File: src/rtl/cfg_region_lookup.sv
// Sequential PMA region classifier: scans the execute, cached or non-idempotent
// base/length rule set one rule per cycle and reports the first matching rule.

package config_pkg;
  localparam int unsigned MaxRules = 16;

  typedef struct packed {
    int unsigned                 NrExecuteRegionRules;
    logic [MaxRules*64-1:0]      ExecuteRegionAddrBase;
    logic [MaxRules*64-1:0]      ExecuteRegionLength;
    int unsigned                 NrCachedRegionRules;
    logic [MaxRules*64-1:0]      CachedRegionAddrBase;
    logic [MaxRules*64-1:0]      CachedRegionLength;
    int unsigned                 NrNonIdempotentRules;
    logic [MaxRules*64-1:0]      NonIdempotentAddrBase;
    logic [MaxRules*64-1:0]      NonIdempotentLength;
  } cva6_cfg_t;
endpackage

package cva6_config_pkg;
  // Rule 0 debug module, rule 1 boot ROM, rule 2 DRAM.
  localparam config_pkg::cva6_cfg_t cva6_cfg = '{
    NrExecuteRegionRules:  3,
    ExecuteRegionAddrBase: {832'h0, 64'h8000_0000, 64'h1_0000, 64'h0},
    ExecuteRegionLength:   {832'h0, 64'h4000_0000, 64'h1_0000, 64'h1000},
    NrCachedRegionRules:   1,
    CachedRegionAddrBase:  {960'h0, 64'h8000_0000},
    CachedRegionLength:    {960'h0, 64'h4000_0000},
    NrNonIdempotentRules:  2,
    NonIdempotentAddrBase: '0,
    NonIdempotentLength:   '0
  };
endpackage

module cfg_region_lookup
  import config_pkg::*;
#(
  parameter cva6_cfg_t CVA6Cfg = cva6_config_pkg::cva6_cfg
) (
  input  logic        clk_i,
  input  logic        rst_i,
  input  logic        req_valid_i,
  output logic        req_ready_o,
  input  logic [63:0] req_addr_i,
  input  logic [1:0]  req_type_i,
  output logic        resp_valid_o,
  input  logic        resp_ready_i,
  output logic        resp_hit_o,
  output logic [3:0]  resp_idx_o,
  output logic [1:0]  resp_type_o
);

  if (CVA6Cfg.NrExecuteRegionRules > MaxRules ||
      CVA6Cfg.NrCachedRegionRules  > MaxRules ||
      CVA6Cfg.NrNonIdempotentRules > MaxRules) begin : g_bad_cfg
    $error("cfg_region_lookup: region rule count exceeds 16");
  end

  // state | meaning
  // IDLE  | ready for a request
  // SCAN  | evaluating rule idx_q of the captured set, one rule per cycle
  // RESP  | response held until resp_ready_i
  typedef enum logic [1:0] {IDLE, SCAN, RESP} state_e;

  state_e      state_q, state_d;
  logic [63:0] addr_q, addr_d;
  logic [1:0]  type_q, type_d;
  logic [3:0]  idx_q, idx_d;
  logic        hit_q, hit_d;
  logic [3:0]  ridx_q, ridx_d;

  logic [63:0] rule_base, rule_len;
  logic [64:0] rule_end;
  logic        rule_match;
  logic [4:0]  n_cur;

  function automatic logic [4:0] rule_cnt(input logic [1:0] t);
    case (t)
      2'b00:   return CVA6Cfg.NrExecuteRegionRules[4:0];
      2'b01:   return CVA6Cfg.NrCachedRegionRules[4:0];
      2'b10:   return CVA6Cfg.NrNonIdempotentRules[4:0];
      default: return 5'd0;
    endcase
  endfunction

  always_comb begin
    rule_base = '0;
    rule_len  = '0;
    case (type_q)
      2'b00: begin
        rule_base = CVA6Cfg.ExecuteRegionAddrBase[{idx_q, 6'b0} +: 64];
        rule_len  = CVA6Cfg.ExecuteRegionLength[{idx_q, 6'b0} +: 64];
      end
      2'b01: begin
        rule_base = CVA6Cfg.CachedRegionAddrBase[{idx_q, 6'b0} +: 64];
        rule_len  = CVA6Cfg.CachedRegionLength[{idx_q, 6'b0} +: 64];
      end
      2'b10: begin
        rule_base = CVA6Cfg.NonIdempotentAddrBase[{idx_q, 6'b0} +: 64];
        rule_len  = CVA6Cfg.NonIdempotentLength[{idx_q, 6'b0} +: 64];
      end
      default: ;
    endcase
    // 65-bit end so a region reaching 2^64 does not wrap to zero.
    rule_end   = {1'b0, rule_base} + {1'b0, rule_len};
    rule_match = (rule_len != 64'd0) && (addr_q >= rule_base) &&
                 ({1'b0, addr_q} < rule_end);
    n_cur      = rule_cnt(type_q);
  end

  always_comb begin
    state_d      = state_q;
    addr_d       = addr_q;
    type_d       = type_q;
    idx_d        = idx_q;
    hit_d        = hit_q;
    ridx_d       = ridx_q;
    req_ready_o  = 1'b0;
    resp_valid_o = 1'b0;
    case (state_q)
      IDLE: begin
        req_ready_o = 1'b1;
        if (req_valid_i) begin
          addr_d  = req_addr_i;
          type_d  = req_type_i;
          idx_d   = 4'd0;
          hit_d   = 1'b0;
          ridx_d  = 4'd0;
          state_d = (rule_cnt(req_type_i) == 5'd0) ? RESP : SCAN;
        end
      end
      SCAN: begin
        if (rule_match) begin
          hit_d   = 1'b1;
          ridx_d  = idx_q;
          state_d = RESP;
        end else if ({1'b0, idx_q} == n_cur - 5'd1) begin
          hit_d   = 1'b0;
          ridx_d  = 4'd0;
          state_d = RESP;
        end else begin
          idx_d = idx_q + 4'd1;
        end
      end
      RESP: begin
        resp_valid_o = 1'b1;
        if (resp_ready_i) state_d = IDLE;
      end
      default: state_d = IDLE;
    endcase
  end

  always_ff @(posedge clk_i) begin
    if (rst_i) begin
      state_q <= IDLE;
      addr_q  <= '0;
      type_q  <= '0;
      idx_q   <= '0;
      hit_q   <= 1'b0;
      ridx_q  <= '0;
    end else begin
      state_q <= state_d;
      addr_q  <= addr_d;
      type_q  <= type_d;
      idx_q   <= idx_d;
      hit_q   <= hit_d;
      ridx_q  <= ridx_d;
    end
  end

  assign resp_hit_o  = hit_q;
  assign resp_idx_o  = ridx_q;
  assign resp_type_o = type_q;

endmodule

File: config.mk
export PLATFORM = sky130hd
export DESIGN_NAME = cfg_region_lookup
export DESIGN_NICKNAME = d
export VERILOG_FILES = /design/src/rtl/cfg_region_lookup.sv
export SDC_FILE = /design/constraint.sdc
export NUM_CORES = 1
export LEC_CHECK = 0
export ABC_CLOCK_PERIOD_IN_PS = 3230
export CAP_MARGIN = 10
export CORE_UTILIZATION = 30
export CTS_CLUSTER_DIAMETER = 200
export CTS_CLUSTER_SIZE = 25
export DETAILED_ROUTE_END_ITERATION = 8
export GPL_ROUTABILITY_DRIVEN = 0
export MAX_ROUTING_LAYER = met4
export SYNTH_ARGS = -nofsm -noshare
export SYNTH_HDL_FRONTEND = slang
export SYNTH_SLANG_ARGS = --single-unit
File: constraint.sdc
create_clock -name clk_i -period 3.23 [get_ports clk_i]
set_clock_uncertainty 0.1 [all_clocks]
set_input_delay 0.646 -clock clk_i [delete_from_list [all_inputs] [get_ports clk_i]]
set_output_delay 0.646 -clock clk_i [all_outputs]
set_load 0.1 [all_outputs]
==> out/metrics.cfg, run 1 <==
[timing]
min_period_ps = 2910
worstMarginPinSlew_ps = 852
rsz0062_at_grt = false
hold_viol = 0
fmax_mhz = 344
relSlewSlack = 0.432
setup_viol_count_final = 0
fin_crit_sh = 0.900
fin_hold_ws_ps = 353
report.final.slew_viol_count = 0
setup_tns_ps = 0

[route]
drc = 6
wire_per_inst_um = 12.0
ant_nets = 0
drt_wl_total_mm = 6.23
vias = 2457
avgViaCountPerCell = 4.74
drtIter0Drc = 62
firstDrtPassIters = 8

[die]
pin_count = 79
die_h_um = 97.9
rows = 34
die-area_um2 = 9590
initial_core_util = 0.314
dieWidth_um = 97.9
coreArea_um2 = 8810

[layout]
syn_to_final_growth_pct = 32.2
nets = 485
layout-drive-gt1-share = 0.0927
antenna-diode-count = 0
final_area_um2 = 3650
layoutNonFillerInstCount = 518

[clocking]
ctsHoldBuffers = 0
cts_tree = done
post_cts_buffers = 0
cts.htree.levels = 3
clk_pin_slew_ps = 80
cts_buffer_depth = 2
clock_sinks = 65
cts_resized = 0
insertion_delay_ps = 330
cts_inserted_buffers = 9
cts_root_buf = clkbuf_8

[logic_synthesis]
synth_ff_type = dfxtp_1
synth_edf_count = 0
synthCells = 350
synth_top_area_cell = dfxtp_1
ys_seq_elements = 65
ys_warn_count = 0
syn-cell-area_um2 = 2760
yosysMostFrequentCell = nand2_1
synth_top_cells_by_count = 113 x nand2_1, 65 x dfxtp_1, 58 x a21oi_1
syn-num-nets = 430
avgSynthCellArea_um2 = 7.89
async_flop_share = 0
yosysUniqueCellTypes = 42
netlist_top_cells_area = dfxtp_1 47%, nand2_1 15%, a21oi_1 11%, ha_1 4.5%, clkbuf_1 2.9%
ys_seq_area_frac = 0.471
synth_top_area_frac = 0.471

[pwr]
power_density_nw_per_um2 = 528
internal_power_mw = 1.36
ir_drop_v = 0.000185
swShare = 0.292
clkPwrFrac = 0.315
p_leak_nw = 1.38
power_mw = 1.93
switchingPower_mw = 0.563
combPwrFrac = 0.215
p_seq_frac = 0.470

[run_status]
violations = DRC
outcome = finished with violations

[placement]
place_area_um2 = 3480
dpl.hpwl_mm = 4.36
port_buffers = 66
placed_cells = 502

[job]
max-cap-violations = 0

[global_route]
antenna_found_initial = 0
grt_max_degree = 49
grt_pass1_wl_mm = 10.1
grt_pass1_vias = 2289
grt.total_usage = 0.136
overflow = 0

[critical_path]
endpoint = idx_q[0]
startpoint = resp_type_o[1]
crit_fanout = 5
required_ps = 3370
timing_worst_setup_path_type = flip-flop to flip-flop
reg2reg_to = idx_q[0]
reg2reg_depth = 11
start_kind = flip-flop
regToRegStartpoint = resp_type_o[1]
reg2reg_slack_ps = 320
critPathCaptureType = flip-flop
cp.arrival_ps = 3050

[hold_path]
hold_depth = 2
hold_path.class = flip-flop to flip-flop

==> critical path: stages (launching register included) <==
cell and delay [ps]:
dfxtp_2 370, inv_1 70, ha_1 230, nor2b_1 250
nand3b_1 120, ha_1 280, nor3_1 160, a211oi_1 110
nor4_1 500, and4_4 330, a21oi_1 60, a211oi_1 240
==> power by group through the flow <==
stage | Sequential (mW) | Combinational (mW) | Clock (mW)
2_1_floorplan | 0.925 | 0.271 | 0
3_3_place_gp | 0.923 | 0.415 | 0
3_5_place_dp | 0.924 | 0.420 | 0
4_1_cts | 0.906 | 0.422 | 0.631
5_1_grt | 0.914 | 0.465 | 0.660
6_report | 0.905 | 0.415 | 0.606
==> cells in the final DEF, fill, tap and decap left out, types with 2 or more instances in the layout <==
| cell type | synthesis | layout |
|---|---|---|
| a31oi_1 | 2 | 2 |
| a21oi_1 | 58 | 58 |
| buf_4 | 0 | 12 |
| nand2b_1 | 3 | 3 |
| nor3b_1 | 2 | 2 |
| nor2b_1 | 5 | 5 |
| o21ai_0 | 4 | 4 |
| dfxtp_2 | 0 | 2 |
| clkbuf_1 | 21 | 2 |
| nand4_1 | 3 | 3 |
| dfxtp_1 | 65 | 63 |
| xor2_1 | 2 | 2 |
| nor4_1 | 9 | 9 |
| nor3_1 | 6 | 6 |
| nand2_1 | 113 | 112 |
| nand3b_1 | 2 | 2 |
| clkdlybuf4s50_1 | 0 | 56 |
| ha_1 | 10 | 10 |
| nand3_1 | 2 | 2 |
| nor2_1 | 8 | 8 |
| clkbuf_8 | 0 | 11 |
| clkinv_2 | 0 | 3 |
| a211oi_1 | 4 | 4 |
| inv_1 | 5 | 5 |
==> how the worst min path moves through the flow <==
stage,startpoint,end
floorplan,addr_q[27],addr_q[27]
global placement,addr_q[52],addr_q[52]
detailed placement,addr_q[42],addr_q[42]
CTS,addr_q[42],addr_q[42]
global route,addr_q[57],addr_q[57]
finish,addr_q[40],addr_q[40]
==> state kept, by name (all words and copies together) (netlist names) <==
| register | flops |
|---|---|
| resp_type_o | 2 |
| idx_q | 4 |
| addr_q | 52 |
| state_q | 2 |
| resp_idx_o | 4 |
| resp_hit_o | 1 |
==> through the flow <==
| step | utilization | worst slack, ps |
|---|---|---|
| after floorplan | - | 328 |
| after global placement | 0.395 | 359 |
| after detailed placement | 0.395 | 336 |
| after CTS | 0.415 | 311 |
| after global routing | 0.415 | 51.2 |
| final | 0.415 | 322 |
==> cell families (layout without fill, tap and decap cells) <==
logic type / count (synthesis) / in the layout / share of synthesized area
flip-flops: 65 / 65 / 0.471
adder cells (fa/ha/maj): 10 / 10 / 0.0453
AO/OA/AOI/OAI: 77 / 77 / 0.156
XOR/XNOR: 3 / 3 / 0.00952
multiplexers: 1 / 1 / 0.00362
AND/OR/NAND/NOR: 163 / 163 / 0.271
buffers and inverters: 31 / 91 / 0.0435
==> layer usage <==
layer,vias up,track usage,share of wire
li1,1289,-,-
met1,1108,0.162,0.47
met2,55,0.213,0.47
met3,5,0.0344,0.041
met4,0,0.0664,0.014
met5,-,-,0
==> area by class of cell <==
type | count | area [um^2]
Clock buffer | 13 | 159
Clock inverter | 3 | 15.0
Fill cell | 907 | 5150
Inverter | 5 | 18.8
Multi-Input combinational cell | 254 | 1340
Sequential cell | 65 | 1300
Tap cell | 108 | 135
Timing Repair Buffer | 70 | 676
Note: power is estimated with default switching activity, not from simulation.
==> run 2: changes to the inputs <==
--- a/config.mk
+++ b/config.mk
@@ -8,7 +8,6 @@
 export ABC_CLOCK_PERIOD_IN_PS = 3230
 export CAP_MARGIN = 10
 export CORE_UTILIZATION = 30
-export CTS_CLUSTER_DIAMETER = 200
 export CTS_CLUSTER_SIZE = 25
 export DETAILED_ROUTE_END_ITERATION = 8
 export GPL_ROUTABILITY_DRIVEN = 0
==> results of run 2 <==
Final layout, timing and power as in run 1 (identical DEF).
